## src/rtl/lift_request_scheduler_if.sv

```systemverilog
// rtl/lift_request_scheduler_if.sv - request/lift/door signal bundle for the lift request scheduler
interface lift_request_scheduler_if #(
  parameter int NUM_FLOORS = 15,
  parameter int FLOOR_W    = 4
);
  logic                  req_valid;
  logic [FLOOR_W-1:0]    req_floor;
  logic [FLOOR_W-1:0]    floor;
  logic                  door_open;
  logic [FLOOR_W-1:0]    target_floor;
  logic                  target_valid;
  logic                  dir_up;
  logic [NUM_FLOORS-1:0] pending;
  logic                  req_drop;
  logic                  busy;

  modport master (
    output req_valid, req_floor, floor, door_open,
    input  target_floor, target_valid, dir_up, pending, req_drop, busy
  );

  modport slave (
    input  req_valid, req_floor, floor, door_open,
    output target_floor, target_valid, dir_up, pending, req_drop, busy
  );
endinterface

```

## src/rtl/lift_request_scheduler.sv

```systemverilog
// rtl/lift_request_scheduler.sv - SCAN-order floor request scheduler with door/hold stop sequencing
module lift_request_scheduler #(
  parameter int NUM_FLOORS   = 15,
  parameter int FLOOR_W      = 4,
  parameter int OPEN_TIMEOUT = 16,
  parameter int HOLD_CYCLES  = 4
) (
  input  logic                  clk,
  input  logic                  rst,
  lift_request_scheduler_if.slave bus
);
  localparam int OCW = $clog2(OPEN_TIMEOUT) + 1;
  localparam int HCW = $clog2(HOLD_CYCLES) + 1;

  typedef enum logic [2:0] {
    S_IDLE, S_TRAVEL, S_OPEN_WAIT, S_CLOSE_WAIT, S_HOLD
  } state_e;

  state_e                state_q, state_d;
  logic [NUM_FLOORS-1:0] pending_q, pending_d;
  logic [FLOOR_W-1:0]    target_q, target_d;
  logic                  dir_up_q, dir_up_d;
  logic                  req_drop_q, req_drop_d;
  logic [OCW-1:0]        open_cnt_q, open_cnt_d;
  logic [HCW-1:0]        hold_cnt_q, hold_cnt_d;

  logic                  arrive;
  logic                  req_accept;
  logic                  up_found, dn_found;
  logic [FLOOR_W-1:0]    up_floor, dn_floor;

  always_ff @(posedge clk) begin
    if (rst) begin
      state_q    <= S_IDLE;
      pending_q  <= '0;
      target_q   <= '0;
      dir_up_q   <= 1'b1;
      req_drop_q <= 1'b0;
      open_cnt_q <= '0;
      hold_cnt_q <= '0;
    end else begin
      state_q    <= state_d;
      pending_q  <= pending_d;
      target_q   <= target_d;
      dir_up_q   <= dir_up_d;
      req_drop_q <= req_drop_d;
      open_cnt_q <= open_cnt_d;
      hold_cnt_q <= hold_cnt_d;
    end
  end

  // Clear on arrival is applied after the set so a same-cycle request for the target is absorbed.
  always_comb begin
    arrive     = (state_q == S_TRAVEL) && (bus.floor == target_q);
    req_drop_d = bus.req_valid &&
                 (({1'b0, bus.req_floor} >= (FLOOR_W+1)'(NUM_FLOORS)) ||
                  ((state_q == S_IDLE) && (bus.req_floor == bus.floor)));
    req_accept = bus.req_valid && !req_drop_d;
    pending_d  = pending_q;
    for (int i = 0; i < NUM_FLOORS; i++) begin
      if (req_accept && (bus.req_floor == FLOOR_W'(i))) pending_d[i] = 1'b1;
      if (arrive && (target_q == FLOOR_W'(i)))          pending_d[i] = 1'b0;
    end
  end

  always_comb begin
    up_found = 1'b0;
    up_floor = '0;
    dn_found = 1'b0;
    dn_floor = '0;
    for (int i = NUM_FLOORS - 1; i >= 0; i--) begin
      if (pending_q[i] && (FLOOR_W'(i) > bus.floor)) begin
        up_found = 1'b1;
        up_floor = FLOOR_W'(i);
      end
    end
    for (int i = 0; i < NUM_FLOORS; i++) begin
      if (pending_q[i] && (FLOOR_W'(i) < bus.floor)) begin
        dn_found = 1'b1;
        dn_floor = FLOOR_W'(i);
      end
    end
  end

  always_comb begin
    state_d    = state_q;
    target_d   = target_q;
    dir_up_d   = dir_up_q;
    open_cnt_d = open_cnt_q;
    hold_cnt_d = hold_cnt_q;
    case (state_q)
      S_IDLE: begin
        if (pending_q != '0) begin
          state_d = S_TRAVEL;
          // Only a request for the current floor left: serve it in place.
          target_d = bus.floor;
          if (dir_up_q) begin
            if (up_found) target_d = up_floor;
            else if (dn_found) begin
              target_d = dn_floor;
              dir_up_d = 1'b0;
            end
          end else begin
            if (dn_found) target_d = dn_floor;
            else if (up_found) begin
              target_d = up_floor;
              dir_up_d = 1'b1;
            end
          end
        end
      end
      S_TRAVEL: begin
        if (arrive) begin
          state_d    = S_OPEN_WAIT;
          open_cnt_d = '0;
        end
      end
      S_OPEN_WAIT: begin
        if (bus.door_open) begin
          state_d = S_CLOSE_WAIT;
        end else if (open_cnt_q == OCW'(OPEN_TIMEOUT - 1)) begin
          state_d    = S_HOLD;
          hold_cnt_d = '0;
        end else begin
          open_cnt_d = open_cnt_q + 1'b1;
        end
      end
      S_CLOSE_WAIT: begin
        if (!bus.door_open) begin
          state_d    = S_HOLD;
          hold_cnt_d = '0;
        end
      end
      S_HOLD: begin
        if (hold_cnt_q == HCW'(HOLD_CYCLES - 1)) state_d = S_IDLE;
        else hold_cnt_d = hold_cnt_q + 1'b1;
      end
      default: state_d = S_IDLE;
    endcase
  end

  always_comb begin
    bus.busy         = (state_q != S_IDLE);
    bus.target_valid = (state_q == S_TRAVEL);
    bus.target_floor = target_q;
    bus.dir_up       = dir_up_q;
    bus.pending      = pending_q;
    bus.req_drop     = req_drop_q;
  end
endmodule

```

## src/flat_wrapper.sv

```systemverilog
// flat-port wrapper written by rule: the top's interface ports become plain ports
module lift_request_scheduler_flat 
#(
  parameter int NUM_FLOORS   = 15,
  parameter int FLOOR_W      = 4,
  parameter int OPEN_TIMEOUT = 16,
  parameter int HOLD_CYCLES  = 4
)
  (clk, rst, bus_req_valid, bus_req_floor, bus_floor, bus_door_open, bus_target_floor, bus_target_valid, bus_dir_up, bus_pending, bus_req_drop, bus_busy);
  lift_request_scheduler_if #(.NUM_FLOORS(NUM_FLOORS), .FLOOR_W(FLOOR_W)) bus_i ();
  input  logic clk;
  input  logic rst;
  input wire logic [$bits(bus_i.req_valid)-1:0] bus_req_valid;
  input wire logic [$bits(bus_i.req_floor)-1:0] bus_req_floor;
  input wire logic [$bits(bus_i.floor)-1:0] bus_floor;
  input wire logic [$bits(bus_i.door_open)-1:0] bus_door_open;
  output wire logic [$bits(bus_i.target_floor)-1:0] bus_target_floor;
  output wire logic [$bits(bus_i.target_valid)-1:0] bus_target_valid;
  output wire logic [$bits(bus_i.dir_up)-1:0] bus_dir_up;
  output wire logic [$bits(bus_i.pending)-1:0] bus_pending;
  output wire logic [$bits(bus_i.req_drop)-1:0] bus_req_drop;
  output wire logic [$bits(bus_i.busy)-1:0] bus_busy;
  assign bus_i.req_valid = bus_req_valid;
  assign bus_i.req_floor = bus_req_floor;
  assign bus_i.floor = bus_floor;
  assign bus_i.door_open = bus_door_open;
  assign bus_target_floor = bus_i.target_floor;
  assign bus_target_valid = bus_i.target_valid;
  assign bus_dir_up = bus_i.dir_up;
  assign bus_pending = bus_i.pending;
  assign bus_req_drop = bus_i.req_drop;
  assign bus_busy = bus_i.busy;
  lift_request_scheduler #(.NUM_FLOORS(NUM_FLOORS), .FLOOR_W(FLOOR_W), .OPEN_TIMEOUT(OPEN_TIMEOUT), .HOLD_CYCLES(HOLD_CYCLES)) u_core (.clk(clk), .rst(rst), .bus(bus_i));
endmodule
```

## config.mk

```make
export PLATFORM = sky130hd
export DESIGN_NAME = lift_request_scheduler_flat
export DESIGN_NICKNAME = d
export VERILOG_FILES = /design/src/rtl/lift_request_scheduler_if.sv /design/src/rtl/lift_request_scheduler.sv /design/src/flat_wrapper.sv
export SDC_FILE = /design/constraint.sdc
export NUM_CORES = 1
export LEC_CHECK = 0
export ABC_AREA = 0
export CORE_MARGIN = 3
export CORE_UTILIZATION = 29
export CTS_CLUSTER_SIZE = 14
export DETAILED_ROUTE_END_ITERATION = 7
export HOLD_SLACK_MARGIN = 0.12
export PLACE_DENSITY_LB_ADDON = 0.2
export SLEW_MARGIN = 0
export SYNTH_ARGS = -nofsm -noshare
export SYNTH_HDL_FRONTEND = slang
export SYNTH_SLANG_ARGS = --single-unit
```

## constraint.sdc

```tcl
create_clock -name clk -period 4 [get_ports clk]
set_clock_uncertainty 0.2 [all_clocks]
set_input_delay 0.8 -clock clk [delete_from_list [all_inputs] [get_ports clk]]
set_output_delay 0.8 -clock clk [all_outputs]
set_load 0.05 [all_outputs]
```

==> impl_metrics.tcl, run 1 <==
set metrics [dict create \
    status "finished clean" \
    cp.required_ns 3.99 \
    crit_chain "clkdlybuf4s50_1, buf_4, o21ai_1, o22a_1, nand4_1, nor2_4, o211ai_1, o21bai_1, a211oi_1" \
    yosysWarnings 0 \
    finalCritPeriodShare 0.8371 \
    wl_met1_um 3635 \
    syn_avg_cell_area_sq_um 7.981 \
    synth_area_sq_um 2466 \
    syn_to_final_growth_pct 20.29 \
    cp_top_family "compound AO/OA/AOI/OAI gates" \
    design.core.area_sq_um 8217 \
    antenna_found_initial 0 \
    first_pass_iters 4 \
    power.leakage_nw 1.036 \
    htree_num_levels 2 \
    n_fill_cell 851 \
    max_slew_margin 0.4629 \
    synth.most_common_cell "dfxtp_1" \
    synth_top_area_share 0.2598 \
    multi_input_area_sq_um 1675 \
    grt_max_degree 28 \
    period_needed_ns 3.348 \
    synth_ff_type "dfxtp_1" \
    clock_path_buffers 2 \
    wl_per_cell_um 17.41 \
    gp_congestion 0.9227 \
    fin_util 0.3610 \
    ys_async_sr_fraction 0 \
    cp_max_fo 16 \
    synth-seq-cells 32 \
    via_per_inst 5.680 \
    seqCellArea_sq_um 640.6 \
    dp_hpwl_um 5632 \
    fp.dieW_um 98.22 \
    synth_edf_count 0 \
    final_area_sq_um 2967 \
    synth-seq-area-share 0.2598 \
    cp_num_cells 9 \
    grt_pass1_vias 2414 \
    antennaDiodeCount 0 \
    syn_nets 325 \
    place_area_sq_um 2889 \
    crit_buf_inv 2 \
    cts_resized 0 \
    power.density_nw_per_um2 367.6 \
    clock-root-buffer "clkbuf_8" \
    drv_cap 0 \
    yosysUniqueCellTypes 66 \
    wl_met2_um 3561 \
    grt_use_total 0.1583 \
    critPathCaptureType "register" \
    clkLatencyLatePin_ns 0.28 \
    dieArea_sq_um 9646 \
    wl_met3_um 425 \
    yosys-top-cells-area "dfxtp_1, a211oi_1, nor2b_1" \
    portBuffers 34 \
    highest_layer "met4" \
    ir_worst_vdd_mv 0.2011 \
    reg2reg_from "u_core.bus.target_floor[2]$_SDFFE_PP0P_" \
    finalSetupViolCount 0 \
    fin_tns_setup_ns 0 \
    reg2reg_depth 5 \
    hold_buffers 0 \
    tritoncts "done" \
    postRouteWirelength_um 7728 \
    cts_buffers 5 \
    pin_count 35 \
    rsz0062_at_grt "no" \
    grt_pass1_wl_um 12520 \
    r2r-end "u_core.bus.pending[14]$_SDFFE_PP0P_" \
    crit_arrival_ns 3.34 \
    nNetsFinal 355 \
    dr_total_vias 2522 \
    path_clk_slew_ns 0.07 \
    startpoint_type "input pin" \
    cp-endpoint "u_core.bus.target_floor[1]$_SDFFE_PP0P_" \
    rows 33 \
    drc 0 \
    drt_first_iter_violations 99 \
    overflow 0 \
    r2r_setup_slack_ns 1.71 \
    critPathKind "in2reg" \
    post_cts_buffers 0 \
    die_h_um 98.22 \
    hold_viol_final 0 \
    antenna_left 0 \
    slew_violations 0 \
    syn_inst 309 \
    startpoint "bus_floor[1]" \
    cts.sinks 32 \
    tightestPinTransition_ns 0.8032 \
    layout-drive-gt1-share 0.1062 \
    worst_path_max_delay_cell "clkdlybuf4s50_1" \
    hold_path_class "reg2reg" \
    fmax_ghz 0.2987 \
    max_stage_delay_ns 0.70 \
    yosysTopAreaCell "dfxtp_1" \
    synth_common_cells "dfxtp_1, nor2_1, nand2_1, a21oi_1, nor3_1" \
    initial_core_util 0.3001 \
]
==> per-stage QoR <==
step                total power, mW  setup slack, ns  hold slack (ns)  instances
floorplan                    0.7274            1.367           0.2319        309
global placement             0.8544           0.3939           0.2422        437
detailed placement           0.8537           0.3647           0.2507        437
CTS                           1.095           0.6367           0.2604        444
global route                  1.152           0.3405           0.2678        444
finish                        1.090           0.6517           0.2568        444
==> kinds of logic after synthesis <==
family	after synthesis	share of synthesized area
XOR/XNOR	11	0.03907
multiplexers	4	0.01624
buffers and inverters	29	0.06089
flip-flops	32	0.2598
AO/OA/AOI/OAI	108	0.3232
AND/OR/NAND/NOR	121	0.2806
adder cells (fa/ha/maj)	4	0.02030
==> cell type report <==
type,count,share of cell area
Clock buffer,6,0.02446
Clock inverter,1,0.001687
Inverter,9,0.01139
Multi-Input combinational cell,248,0.5647
Sequential cell,32,0.2159
Tap cell,105,0.04429
Timing Repair Buffer,43,0.1375
==> power by group <==
part           switching, mW  internal [mW]
sequential            0.0590          0.347
clock                  0.124          0.118
combinational          0.275          0.168
total                  0.457          0.633
==> worst min-delay path by stage <==
stage	from	end	slack (ns)	cells after the start
after floorplan	u_core.hold_cnt_q[2]$_SDFFE_PP0P_	u_core.hold_cnt_q[2]$_SDFFE_PP0P_	0.23	2
after global placement	u_core.hold_cnt_q[2]$_SDFFE_PP0P_	u_core.hold_cnt_q[2]$_SDFFE_PP0P_	0.24	2
after detailed placement	u_core.hold_cnt_q[2]$_SDFFE_PP0P_	u_core.hold_cnt_q[2]$_SDFFE_PP0P_	0.25	2
after CTS	u_core.hold_cnt_q[2]$_SDFFE_PP0P_	u_core.hold_cnt_q[2]$_SDFFE_PP0P_	0.26	2
after global routing	u_core.hold_cnt_q[1]$_SDFFE_PP0P_	u_core.hold_cnt_q[1]$_SDFFE_PP0P_	0.27	2
final	u_core.hold_cnt_q[2]$_SDFFE_PP0P_	u_core.hold_cnt_q[2]$_SDFFE_PP0P_	0.26	2
==> metal layers <==
metal | GRT usage | vias up
met4 | 0.04727 | 0
met5 | 0 | -
met3 | 0.02500 | 8
met2 | 0.2487 | 95
met1 | 0.2237 | 1191
li1 | - | 1228
==> flip-flops by register name, indices dropped and copies added, names as in the netlist <==
signal / flops
u_core.hold_cnt_q: 3
u_core.state_q: 3
u_core.bus.target_floor: 4
u_core.bus.pending: 15
u_core.bus.req_drop: 1
u_core.bus.dir_up: 1
u_core.open_cnt_q: 5
==> worst reg2reg max path, stage by stage (launching register included) <==
cell and delay (ns):
dfxtp_1 0.57, xor2_1 0.14, nor4_2 0.39, nand2_1 0.17, nor3b_1 0.50, a311oi_1 0.16
==> cells in the final DEF, fill, tap and decap left out, types with 3 or more instances in the layout <==
cell type / Yosys / routed
nand2b_1: 5 / 5
a221oi_1: 5 / 5
clkdlybuf4s50_1: 0 / 34
o21a_1: 7 / 7
a31oi_1: 11 / 11
ha_1: 4 / 4
nand4_1: 7 / 7
nand2_1: 21 / 21
o21ai_1: 3 / 3
o211ai_1: 3 / 3
buf_4: 1 / 9
nor4_2: 3 / 3
and2_1: 3 / 3
a21o_1: 5 / 5
nor2b_1: 14 / 14
mux2i_1: 4 / 4
nor2_1: 22 / 22
o22ai_1: 3 / 3
o21ai_0: 12 / 12
a22oi_1: 4 / 4
nor4_1: 4 / 4
nor3_1: 15 / 15
clkbuf_8: 0 / 5
a311oi_1: 3 / 3
and3_1: 5 / 5
nand3_1: 4 / 4
a211oi_1: 12 / 12
xor2_1: 10 / 10
nor3b_1: 4 / 4
dfxtp_1: 32 / 32
inv_1: 9 / 9
a21oi_1: 16 / 16
Power figures use the tool's default switching activity.
==> inputs of run 2 (changes only) <==
==> constraint.sdc (replaced) <==
create_clock -name clk -period 3.15 [get_ports clk]
set_clock_uncertainty 0.2 [all_clocks]
set_input_delay 0.63 -clock clk [delete_from_list [all_inputs] [get_ports clk]]
set_output_delay 0.63 -clock clk [all_outputs]
set_load 0.05 [all_outputs]
==> impl_metrics.tcl, run 2 (synthesis results as in run 1) <==
set metrics [dict create \
    status "finished clean" \
    p_sw_frac 0.4080 \
    reg2reg_from "u_core.bus.pending[6]$_SDFFE_PP0P_" \
    crit_chain "nor2b_1, nor2b_1, clkdlybuf4s50_1" \
    pre_cts_ws_ns -0.01631 \
    startpoint_type "register" \
    antenna_found_initial 0 \
    r2r-end "u_core.bus.target_floor[2]$_SDFFE_PP0P_" \
    finalCritPeriodShare 0.9507 \
    layout-drive-gt1-share 0.1489 \
    max_stage_delay_ns 0.87 \
    hold_ws_ns 0.2555 \
    fin_tns_setup_ns 0 \
    postRouteWirelength_um 7562 \
    largest_reg_flops 15 \
    cts_buffers 5 \
    max_slew_margin 0.6307 \
    hp-start "u_core.hold_cnt_q[2]$_SDFFE_PP0P_" \
    design.core.area_sq_um 8217 \
    worst_path_max_delay_cell "clkdlybuf4s50_1" \
    power.density_nw_per_um2 452.4 \
    switchingPower_mw 0.5757 \
    critPathKind "reg2out" \
    cp.required_ns 2.32 \
    hold_buffers 0 \
    overflow 0 \
    grt_pass1_wl_um 12480 \
    final_cell_mix "clkdlybuf4s50_1, dfxtp_1, buf_4" \
    period_needed_ns 2.995 \
    wl_per_cell_um 16.40 \
    via_per_inst 5.440 \
    antenna_left 0 \
    fmax_ghz 0.3339 \
    p_total_mw 1.411 \
    dr_total_vias 2508 \
    hold_viol_final 0 \
    dp_hpwl_um 5761 \
    grt_max_degree 21 \
    post_cts_buffers 0 \
    combPwrFrac 0.439 \
    place_area_sq_um 3042 \
    grt_pass1_vias 2344 \
    antennaDiodeCount 0 \
    initial_core_util 0.3001 \
    slew_violations 0 \
    pwr-share-seq 0.350 \
    rows 33 \
    hold_path_class "reg2reg" \
    ir_worst_vdd_mv 0.3130 \
    syn_to_final_growth_pct 26.48 \
    path_clk_slew_ns 0.07 \
    fin_ws_ns 0.1553 \
    pin_count 35 \
    cts.sinks 32 \
    r2r_setup_slack_ns 0.88 \
    gp_congestion 0.8300 \
    clock_path_buffers 2 \
    cp_max_fo 8 \
    final_area_sq_um 3119 \
    grt_use_total 0.1590 \
    htree_num_levels 2 \
    dieArea_sq_um 9646 \
    rsz0062_at_grt "no" \
    first_pass_iters 4 \
    portBuffers 34 \
    n_fill_cell 869 \
    power.leakage_nw 1.126 \
    p_int_mw 0.8354 \
    fp.dieW_um 98.22 \
    finalSetupViolCount 0 \
    clock-root-buffer "clkbuf_8" \
    mostFrequentLayoutCell "clkdlybuf4s50_1" \
    die_h_um 98.22 \
    drv_cap 0 \
    nNetsFinal 372 \
    p_clk_frac 0.211 \
    reg2reg_depth 7 \
    drt_first_iter_violations 158 \
    drc 0 \
    hold_end "u_core.hold_cnt_q[2]$_SDFFE_PP0P_" \
    crit_top_cell "nor2b_1" \
    crit_arrival_ns 2.16 \
    holdPathStages 2 \
    clkLatencyLatePin_ns 0.28 \
    tritoncts "done" \
    tightestPinTransition_ns 0.5522 \
    cts_resized 0 \
    critPathCaptureType "output port" \
]
-- run 2: changes by cell type in the layout (fill, tap and decap cells not counted) --
cell	change
buf_4	+15
buf_12	+2
-- run 2: metrics by stage --
stage / utilization / std cells
after floorplan: - / 309
after global placement: 0.3702 / 454
after detailed placement: 0.3702 / 454
after CTS: 0.3796 / 461
after global routing: 0.3796 / 461
final: 0.3796 / 461
-- run 2: layout make-up --
type / instances / area [sq um] / area share
multi-input combinational: 248 / 1675 / 0.5371
sequential: 32 / 640.6 / 0.2054
timing repair buffer: 60 / 560.5 / 0.1797
tap: 105 / 131.4 / 0.04212
clock buffer: 6 / 72.57 / 0.02327
inverter: 9 / 33.78 / 0.01083
clock inverter: 1 / 5.005 / 0.001604
-- run 2: how the worst max path moves through the flow --
stage | depth (start not counted) | from | slack, ns | to
floorplan | 6 | u_core.state_q[0]$_SDFFE_PP0P_ | 0.53 | u_core.bus.pending[14]$_SDFFE_PP0P_
global placement | 9 | bus_floor[2] | -0.02 | u_core.bus.target_floor[2]$_SDFFE_PP0P_
detailed placement | 9 | bus_floor[3] | -0.02 | u_core.bus.target_floor[2]$_SDFFE_PP0P_
CTS | 3 | u_core.state_q[0]$_SDFFE_PP0P_ | 0.15 | bus_target_valid
global route | 3 | u_core.state_q[0]$_SDFFE_PP0P_ | 0.02 | bus_target_valid
finish | 3 | u_core.state_q[0]$_SDFFE_PP0P_ | 0.16 | bus_target_valid
-- run 2: critical path, delay by kind of cell, from the launching register on --
| family | cells | cell delay [ns] |
|---|---|---|
| simple gates | 2 | 0.55 |
| buf+inv | 1 | 0.87 |
| flops | 1 | 0.46 |
-- run 2: layer usage --
layer  GRT usage  vias to the layer above  wire [um]
met3     0.02643                       10        369
li1            -                     1259          -
met4     0.04832                        0        111
met5           0                        -          0
met2      0.2414                       71       3464
met1      0.2307                     1168       3616
-- run 2: power by group through the flow --
| stage | logic, mW | registers (mW) | clock network (mW) |
|---|---|---|---|
| 2_1_floorplan | 0.372 | 0.552 | 0 |
| 3_3_place_gp | 0.620 | 0.503 | 0 |
| 3_5_place_dp | 0.619 | 0.502 | 0 |
| 4_1_cts | 0.621 | 0.494 | 0.308 |
| 5_1_grt | 0.669 | 0.502 | 0.323 |
| 6_report | 0.619 | 0.494 | 0.298 |
